--- config.mk ---
export PLATFORM = sky130hd
export DESIGN_NAME = decoder_rr_arbiter4
export DESIGN_NICKNAME = d
export VERILOG_FILES = /design/src/rtl/decoder_rr_arbiter4.sv
export SDC_FILE = /design/constraint.sdc
export NUM_CORES = 1
export LEC_CHECK = 0
export ABC_AREA = 1
export BUFFER_PORTS_ARGS = -buffer_cell sky130_fd_sc_hd__buf_2
export CORE_MARGIN = 2
export CORE_UTILIZATION = 55
export DETAILED_ROUTE_END_ITERATION = 8
export GPL_TIMING_DRIVEN = 0
export PLACE_DENSITY = 0.79
export SYNTH_ARGS = -nofsm -noshare
export SYNTH_HDL_FRONTEND = slang
export SYNTH_SLANG_ARGS = --single-unit
--- constraint.sdc ---
create_clock -name clk -period 1.97 [get_ports clk]
set_clock_uncertainty 0.2 [all_clocks]
set_input_delay 0.2955 -clock clk [delete_from_list [all_inputs] [get_ports clk]]
set_output_delay 0.2955 -clock clk [all_outputs]
set_load 0.01 [all_outputs]
--- src/rtl/decoder_rr_arbiter4.sv ---
`default_nettype none
// ============================================================================
// Module      : decoder_rr_arbiter4
// Description : Round-robin arbiter that owns a shared 2-to-4 decoder bank.
//               It drives the decoder selects and enable, and presents a
//               registered one-hot grant.
// Revision    : 1.0  initial release
// ============================================================================
module decoder_rr_arbiter4 #(
  parameter int MAX_HOLD = 4,
  parameter int CNT_W    = 4
) (
  input  logic       clk,
  input  logic       rst_n,
  input  logic [3:0] req,
  output logic       A,
  output logic       B,
  output logic       enable,
  output logic [3:0] gnt,
  output logic       busy
);

  typedef enum logic [1:0] {
    S_IDLE  = 2'd0,
    S_GRANT = 2'd1,
    S_GAP   = 2'd2
  } state_t;

  localparam logic [CNT_W-1:0] c_HOLD_LAST = CNT_W'(MAX_HOLD - 1);

  state_t           r_state;
  logic [1:0]       r_ptr;
  logic [CNT_W-1:0] r_hold;
  logic [1:0]       r_sel;
  logic             r_en;
  logic [3:0]       r_gnt;
  logic             r_busy;

  logic [1:0] w_win;
  logic [1:0] w_own;
  logic [3:0] w_others;
  logic       w_any;
  logic       w_release;
  logic       w_timeout;

  // Rotating priority search: the lowest offset from r_ptr wins.
  always_comb begin
    w_win = r_ptr;
    for (int i = 3; i >= 0; i--) begin
      if (req[2'(r_ptr + 2'(i))]) begin
        w_win = 2'(r_ptr + 2'(i));
      end
    end
  end

  assign w_any     = |req;
  assign w_own     = r_sel;
  assign w_others  = req & ~(4'b0001 << w_own);
  assign w_release = ~req[w_own];
  assign w_timeout = (r_hold == c_HOLD_LAST) && (|w_others);

  always_ff @(posedge clk or negedge rst_n) begin
    if (!rst_n) begin
      r_state <= S_IDLE;
      r_ptr   <= 2'd0;
      r_hold  <= '0;
      r_sel   <= 2'd0;
      r_en    <= 1'b0;
      r_gnt   <= 4'b0000;
      r_busy  <= 1'b0;
    end else begin
      case (r_state)
        S_IDLE, S_GAP: begin
          if (w_any) begin
            r_state <= S_GRANT;
            r_sel   <= w_win;
            r_gnt   <= 4'b0001 << w_win;
            r_en    <= 1'b1;
            r_hold  <= '0;
            r_busy  <= 1'b1;
          end else begin
            r_state <= S_IDLE;
            r_en    <= 1'b0;
            r_gnt   <= 4'b0000;
            r_busy  <= 1'b0;
          end
        end
        S_GRANT: begin
          if (w_release || w_timeout) begin
            // Break-before-make: selects hold, enable drops for one cycle.
            r_state <= S_GAP;
            r_en    <= 1'b0;
            r_gnt   <= 4'b0000;
            r_ptr   <= w_own + 2'd1;
            r_busy  <= 1'b1;
          end else if (r_hold != c_HOLD_LAST) begin
            r_hold <= r_hold + 1'b1;
          end
        end
        default: begin
          r_state <= S_IDLE;
          r_sel   <= 2'd0;
          r_en    <= 1'b0;
          r_gnt   <= 4'b0000;
          r_hold  <= '0;
          r_busy  <= 1'b0;
        end
      endcase
    end
  end

  assign A      = r_sel[1];
  assign B      = r_sel[0];
  assign enable = r_en;
  assign gnt    = r_gnt;
  assign busy   = r_busy;

endmodule
`default_nettype wire

======== Yosys cells after proc, flatten, opt, wreduce, memory -nomap -nowiden ========
Index checks and enable logic that the tools add are counted.
word-level totals
  bits of input ports ..................... 6
  register bits ........................... 16
  output and inout bits ................... 8
  word-level logic and storage cells ...... 71
operators by class
  bitwise logic cells ..................... 4
  $lt $le $gt $ge ......................... 5
  muxes and demuxes ....................... 31
  equal/unequal tests ..................... 8
  reductions and logical operators ........ 9
  $add $sub $neg .......................... 5
  shift operators ......................... 2
operators by type and width
  cell                                                 number
  2-to-1 mux 4 bit                                     5
  one-hot mux 4 bit (2 select lines)                   2
  < comparator 2 x 3 -> 1 bit, second input constant   5
  2-to-1 mux 2 bit                                     6
  binary-select mux 1 bit (select 2 bit)               5
  2-to-1 mux 1 bit                                     9
  != test 2 bit, second input constant                 4
  one-hot mux 2 bit (2 select lines)                   2
  OR reduction 4 bit                                   2
  << shifter 1 x 2 -> 4 bit, first input constant      2
  adder 2 x 1 -> 2 bit, second input constant          2
  adder 2 bit, second input constant                   2
  adder 4 x 1 -> 4 bit, second input constant          1
  bitwise AND 4 bit                                    1
  equality test 4 x 2 -> 1 bit, second input constant  1
  != test 4 x 2 -> 1 bit, second input constant        1
  inverter 4 bit                                       1
  one-hot mux 1 bit (2 select lines)                   2
  AND reduction 2 bit                                  2
  AND reduction 3 bit                                  1
  equality test 2 x 1 -> 1 bit, second input constant  1
  equality test 2 bit, second input constant           1
  zero test 2 bit                                      1
  inverter 1 bit                                       2
  3 further kinds                                      3

======== Depth between registers and ports, before layout ========
Gate-level depths: netlist of the first run.
  depth in word-level cells ............... 10
  depth in mapped cells ................... 12
  depth with buffers taken out ............ 12

======== Worst setup path after synthesis of the first run ========
No wires, ideal clock.
  path kind ............................... register to register
  start ................................... register r_sel[0]
  end ..................................... register r_hold[1]
  cell stages (with the launch flop) ...... 10
  path buffers ............................ 0
  arrival ................................. 1408 ps
  setup slack ............................. 244 ps
  setup time .............................. 117 ps
  period minus slack after synthesis ...... 1726 ps
  required time ........................... 1653 ps
  cells stage by stage .................... dfrtp_1 > inv_2 > ha_1 > o22ai_1 > o21ai_0 > nand2_1 > o21ai_2 > inv_2 > nand2_1 > nand2_1
between the ends
  longest elaborated chain between the ends .. 8
  elaborated cells between the ends (all ways) .. 11
  those cells by class .................... eq/ne (1); shift (1); mux (2); bitwise (3); reduce/logical (4)
ends and longest elaborated chain
  what                             line  text
  from (decl)                      34    logic [1:0] r_sel;
  from (signal assigned)           76    r_sel <= w_win;
  << shifter 1 x 2 -> 4 bit        58    assign w_others = req & ~(4'b0001 << w_own);
  inverter 4 bit                   58
  bitwise AND 4 bit                58
  OR reduction 4 bit               60    assign w_timeout = (r_hold == c_HOLD_LAST) && (|w_others);
  logical AND 1 bit                60
  logical OR 1 bit *               89    if (w_release || w_timeout) begin
  != test 2 bit (no line) *        -
  AND reduction 3 bit (no line) *  -
  to (signal assigned)             97    r_hold <= r_hold + 1'b1;
  to (decl)                        33    logic [CNT_W-1:0] r_hold;
Every way passes the cells marked *; elsewhere a longest branch is shown, timed or not. The select of a mux whose other input is x is not followed.
A chain may end at the register's enable or synchronous reset.

======== Worst setup path after layout of the first run ========
Same ends and word-level chain as after synthesis.

==> results of run 1 <==
-- cell type report --
| type | count | area (um2) | share of cell area [%] |
|---|---|---|---|
| multi-input cells | 104 | 524 | 46.2 |
| flip-flops and latches | 15 | 378 | 33.3 |
| repair buffers | 17 | 97.6 | 8.61 |
| inverters | 20 | 75.1 | 6.62 |
| clock buffers | 4 | 26.3 | 2.32 |
| well taps | 17 | 21.3 | 1.88 |
| plain buffers | 1 | 11.3 | 0.993 |
-- logic make-up (layout without fill, tap and decap cells) --
group | count (synthesis) | count (layout) | share of synthesized area (%)
xor gates and xnor gates | 2 | 2 | 1.80
buffers and inverters | 21 | 42 | 8.85
DFF | 15 | 15 | 38.5
and+or+nand+nor | 80 | 80 | 33.8
adders and majority gates | 5 | 5 | 6.41
AOI/OAI and AO/OA | 17 | 17 | 10.6
-- worst paths after layout --
kind	start	end	slack (ns)	cells past startpoint
worst max-delay path	r_sel[0]	r_hold[1]	0.15	9
worst min-delay path	rst_n	gnt[3]	0.26	2
worst max register to register	r_sel[0]	r_hold[1]	0.15	9
worst min register to register	gnt[1]	gnt[1]	0.29	2
max in group asynchronous	rst_n	r_sel[0]	1.04	2
min in group clk	gnt[1]	gnt[1]	0.29	2
-- routing by layer --
metal  vias to the layer above  track usage [%]  share of wire, %
met5                         -                0                 0
met4                         0             10.9               1.9
met3                         5             5.10               3.2
met2                        20             39.7                52
met1                       432             24.9                43
li1                        488                -                 -
-- synthesized netlist by cell type, drive strengths merged --
cell / n / area [um2]
a21boi: 1 / 7.51
a21oi: 1 / 5.00
buf: 1 / 11.3
dfrtp: 15 / 375
ha: 5 / 62.6
inv: 20 / 75.1
nand2: 56 / 218
nand3: 11 / 55.1
nand4: 2 / 12.5
nor2: 9 / 33.8
nor3: 1 / 5.00
nor4: 1 / 6.26
o21ai: 11 / 66.3
o22ai: 4 / 25.0
xnor2: 1 / 8.76
xor2: 1 / 8.76
-- what timing repair did --
action / CTS / global route
hold buffers: 1 / 0
setup endpoints to repair: 0 / 9
endpoints found under the hold margin: 15 / 0
setup buffers: 0 / 3
gates resized for setup: 0 / 6
-- power by group through the flow --
stage                     sequential (uW)  combinational, uW  clock, uW
after global routing                  533               1260        194
after floorplan                       532                771          0
after global placement                517                991          0
final                                 522               1110        179
after detailed placement              525               1040          0
after CTS                             519               1040        182
-- through the flow --
stage          cells  hold slack, ns
5_1_grt          178           0.276
2_1_floorplan    140          -0.200
3_3_place_gp     170         0.00616
4_1_cts          175           0.230
3_5_place_dp     170          0.0139
6_report         178           0.262
-- state kept, by name, summed over array words and instances, names as in the netlist --
register	cells
r_state	2
busy	1
r_ptr	2
r_hold	4
r_sel	2
gnt	4
==> metrics.txt, run 1 <==
critical path's slowest cell dfrtp_2; Routed wire per std cell 12.4 um; maximum fanout along the worst path 6; YS warnings 0; CP peak stage delay about 0.45 ns; HPWL Detailed approximately 1.6 mm; total inserted antenna cells 0; GR Overflow Total 0; Cell Chain, Critical Path inv_2 -> ha_1 -> o22ai_1 -> o21ai_1 -> nand2_2 -> o21ai_4 -> inv_2 -> nand2_1 -> nand2_1; drt pass-1 iters 4; # rows 15; All-Layer GR Usage ~22%; Final period util 92.5%; fin util approximately 67%; number of global-route vias before repair about 830; Peak VDD IR around 0.81 mV; total power 1810 uW; vias between 900 and 1k; synthesized instance count 140; final setup violation count 0; highest-count cells in the layout ignoring fill and taps nand2_1 (52), inv_1 (16), dfrtp_1 (13), buf_2 (13), nand3_1 (11); TNS Setup 0 ns; endpoint class of the critical path flip-flop; # IOs 14; WS Path Type reg -> reg; Vias/cell approximately 5.3; die height about 46 um; Routed Antenna Nets 0; CP Data Arrival Time roughly 1.8 ns; gp weighted congestion 0.840; Final Hold Viols 0; pwr/cell area 1600 nW/um2; WL final 2.20 mm; fin nets 173; fill cell count 150; Max transition margin between 70% and 80%; Post-Syn Area per Cell roughly 7 um2; clock buffer depth 2; CTS clock-pin slew for the worst setup and hold paths roughly 0.08 ns; initial antenna violation count 0; Root Buffer Master clkbuf_4; core outline area approximately 1700 um2; CP startpoint kind flip-flop; Die Width about 46 um; input/output buffers 13; fmax 549 MHz; status finished clean; CP required between 1.5 and 2 ns; post-placement worst setup slack between 0.03 and 0.04 ns; share of layout cells above drive strength 1 20.5%; H-tree Lvls 1; Final Max Slew Viols 0; Starting Density 57.8%; most common cell after layout, fill and taps aside nand2_1; Clk Latency, worst-skew pair approximately 0.29 ns; Seq/Total Area, Yosys between 30% and 40%; Mapped Nets 151; Clk pwr share under 10%; MaxCap Viol Count 0; final setup margin 0.148 ns; Area after DPL 1060 um2; Switching Power roughly 900 uW; first-pass GRT wire length 3.33 mm; clk sinks 15; DR DRC count 0; Synth Register Bits 15; Tmin final 1.82 ns; Net Sw Frac roughly half; cell family with most CP delay compound AO/OA/AOI/OAI gates; Int Power slightly above 900 uW; Combinational Power Share a little over 60%; Unique masters post-synth 19; Num CTS Buffers 3; area added between synthesis and finish 16.2%; largest net degree at the start of global routing 16; CTS tree done; final cell area excluding filler cells between 1000 and 1500 um2; Slew @ Worst Pin about 0.43 ns; DIE AREA ~2100 um2; Flop pwr share approximately 29%; Lkg Pwr between 0.0006 and 0.0007 uW; synthesized cell area approximately 980 um2; Min-Delay Path Class in -> async; 1st-iter DRT viols 32; worst path bufs/invs 2
Note: power is estimated with default switching activity, not from simulation.
==> run 2: changes to the inputs <==
--- a/config.mk
+++ b/config.mk
@@ -7,7 +7,6 @@
 export LEC_CHECK = 0
 export ABC_AREA = 1
 export BUFFER_PORTS_ARGS = -buffer_cell sky130_fd_sc_hd__buf_2
-export CORE_MARGIN = 2
 export CORE_UTILIZATION = 55
 export DETAILED_ROUTE_END_ITERATION = 8
 export GPL_TIMING_DRIVEN = 0
==> run 2 against run 1 <==
Effect of this change:
- sequential power fell by 4%
- via count down 2.0%
- combinational power about the same
- global-route usage up 1.7 points
- sequential cell count unchanged
- routed wire length shrank 9.9%
- largest cell class unchanged
- clock-buffer cell count shrank 1
- critical endpoint unchanged
- critical path type unchanged
- final cell count shrank 1.7%
- critical path depth unchanged
==> metrics.txt, run 2 (synthesis gave the netlist of run 1 again) <==
Area after DPL about 1100 um2; WS Path Type reg -> reg; # IOs 14; WL final approximately 2.0 mm; share of layout cells above drive strength 1 between 10% and 20%; largest net degree at the start of global routing 16; vias 926; DR DRC count 0; Root Buffer Master clkbuf_4; final setup violation count 0; All-Layer GR Usage approximately a quarter; maximum fanout along the worst path 6; CTS tree done; Routed wire per std cell roughly 11 um; input/output buffers 13; number of global-route vias before repair 868; Die Width approximately 44 um; Routed Antenna Nets 0; Final Hold Viols 0; MaxCap Viol Count 0; H-tree Lvls 1; CP required slightly below 2 ns; pwr/cell area between 1500 and 2000 nW/um2; clk sinks 15; gp weighted congestion roughly 0.88; initial antenna violation count 0; drt pass-1 iters 6; Starting Density 61.9%; HPWL Detailed roughly 1.6 mm; fin nets between 150 and 200; Clk Latency, worst-skew pair roughly 0.29 ns; final cell area excluding filler cells about 1100 um2; Vias/cell about 5.3; CTS clock-pin slew for the worst setup and hold paths 0.09 ns; CP startpoint kind flip-flop; fmax between 500 and 600 MHz; Num CTS Buffers 3; # rows 14; DIE AREA ~2000 um2; most common cell after layout, fill and taps aside nand2_1; highest-count cells in the layout ignoring fill and taps nand2_1 (52), inv_1 (17), dfrtp_1 (14); status finished clean; Lkg Pwr ~0.00065 uW; total power around 1800 uW; Max transition margin around three quarters; Min-Delay Path Class in -> async; endpoint class of the critical path flip-flop; fill cell count between 100 and 150; CP Data Arrival Time roughly 1.8 ns; total inserted antenna cells 0; die height approximately 44 um; Final Max Slew Viols 0; core outline area about 1600 um2; 1st-iter DRT viols 28; area added between synthesis and finish 14.7%; first-pass GRT wire length 3.46 mm; GR Overflow Total 0; Peak VDD IR 0.818 mV; Slew @ Worst Pin between 0.3 and 0.4 ns; Final period util 92.5%; clock buffer depth 2; Tmin final ~1.8 ns; fin util a little under three quarters
run 2: cell types whose count changed in the layout (fill, tap and decap cells not counted), sizes merged:
cell	before	now
clkinv	0	1
clkbuf	4	3
buf	17	15
run 2: path summary, 6_finish.rpt:
path	slack [ns]	depth (start not counted)	end	startpoint
worst min-delay path	0.22	2	r_hold[0]	rst_n
worst max-delay path	0.15	9	r_hold[1]	r_sel[1]
max in group asynchronous	1.07	2	r_sel[0]	rst_n
min in group clk	0.28	2	gnt[0]	gnt[0]
worst min register to register	0.28	2	gnt[0]	gnt[0]
worst max register to register	0.15	9	r_hold[1]	r_sel[1]
run 2: worst max-delay path: stages (launching register included):
cell and delay [ns]:
dfrtp_1 0.43, inv_1 0.14, ha_1 0.16, o22ai_1 0.09
o21ai_1 0.15, nand2_2 0.13, o21ai_4 0.24, inv_2 0.07
nand2_1 0.06, nand2_1 0.05
run 2: timing repair:
item                                   4_1_cts  5_1_grt
resized for setup                            0        5
setup endpoints to repair                    0       10
endpoints found under the hold margin       15        0
setup buffers                                0        1
hold buffers                                 1        0
run 2: area by class of cell:
| type | count | area (um2) | share of cell area (%) |
|---|---|---|---|
| plain buffers | 1 | 11.3 | 1.01 |
| multi-input cells | 104 | 527 | 47.0 |
| clock inverters | 1 | 5.00 | 0.447 |
| well taps | 16 | 20.0 | 1.79 |
| flip-flops and latches | 15 | 377 | 33.6 |
| inverters | 20 | 75.1 | 6.70 |
| clock buffers | 3 | 22.5 | 2.01 |
| repair buffers | 15 | 82.6 | 7.37 |
run 2: per-stage QoR:
stage / hold slack [ns] / worst slack, ns / TNS (ns) / instances
after CTS: 0.241 / 0.0152 / 0 / 174
after global routing: 0.280 / -0.00101 / -0.00116 / 175
after floorplan: -0.200 / 0.244 / 0 / 140
after detailed placement: 0.0231 / 0.0387 / 0 / 169
final: 0.222 / 0.149 / 0 / 175
after global placement: 0.00793 / 0.114 / 0 / 169
run 2: layer usage:
| layer | vias up | share of wire [%] | GRT usage, % |
|---|---|---|---|
| met4 | 0 | 1.8 | 10.9 |
| li1 | 479 | - | - |
| met1 | 425 | 46 | 29.1 |
| met5 | - | 0 | 0 |
| met3 | 5 | 3.4 | 3.67 |
| met2 | 17 | 49 | 42.4 |
run 2: report_power, final:
part / internal, uW / switching [uW]
combinational: 385 / 710
clock: 75.6 / 104
sequential: 422 / 80.3
total: 883 / 894
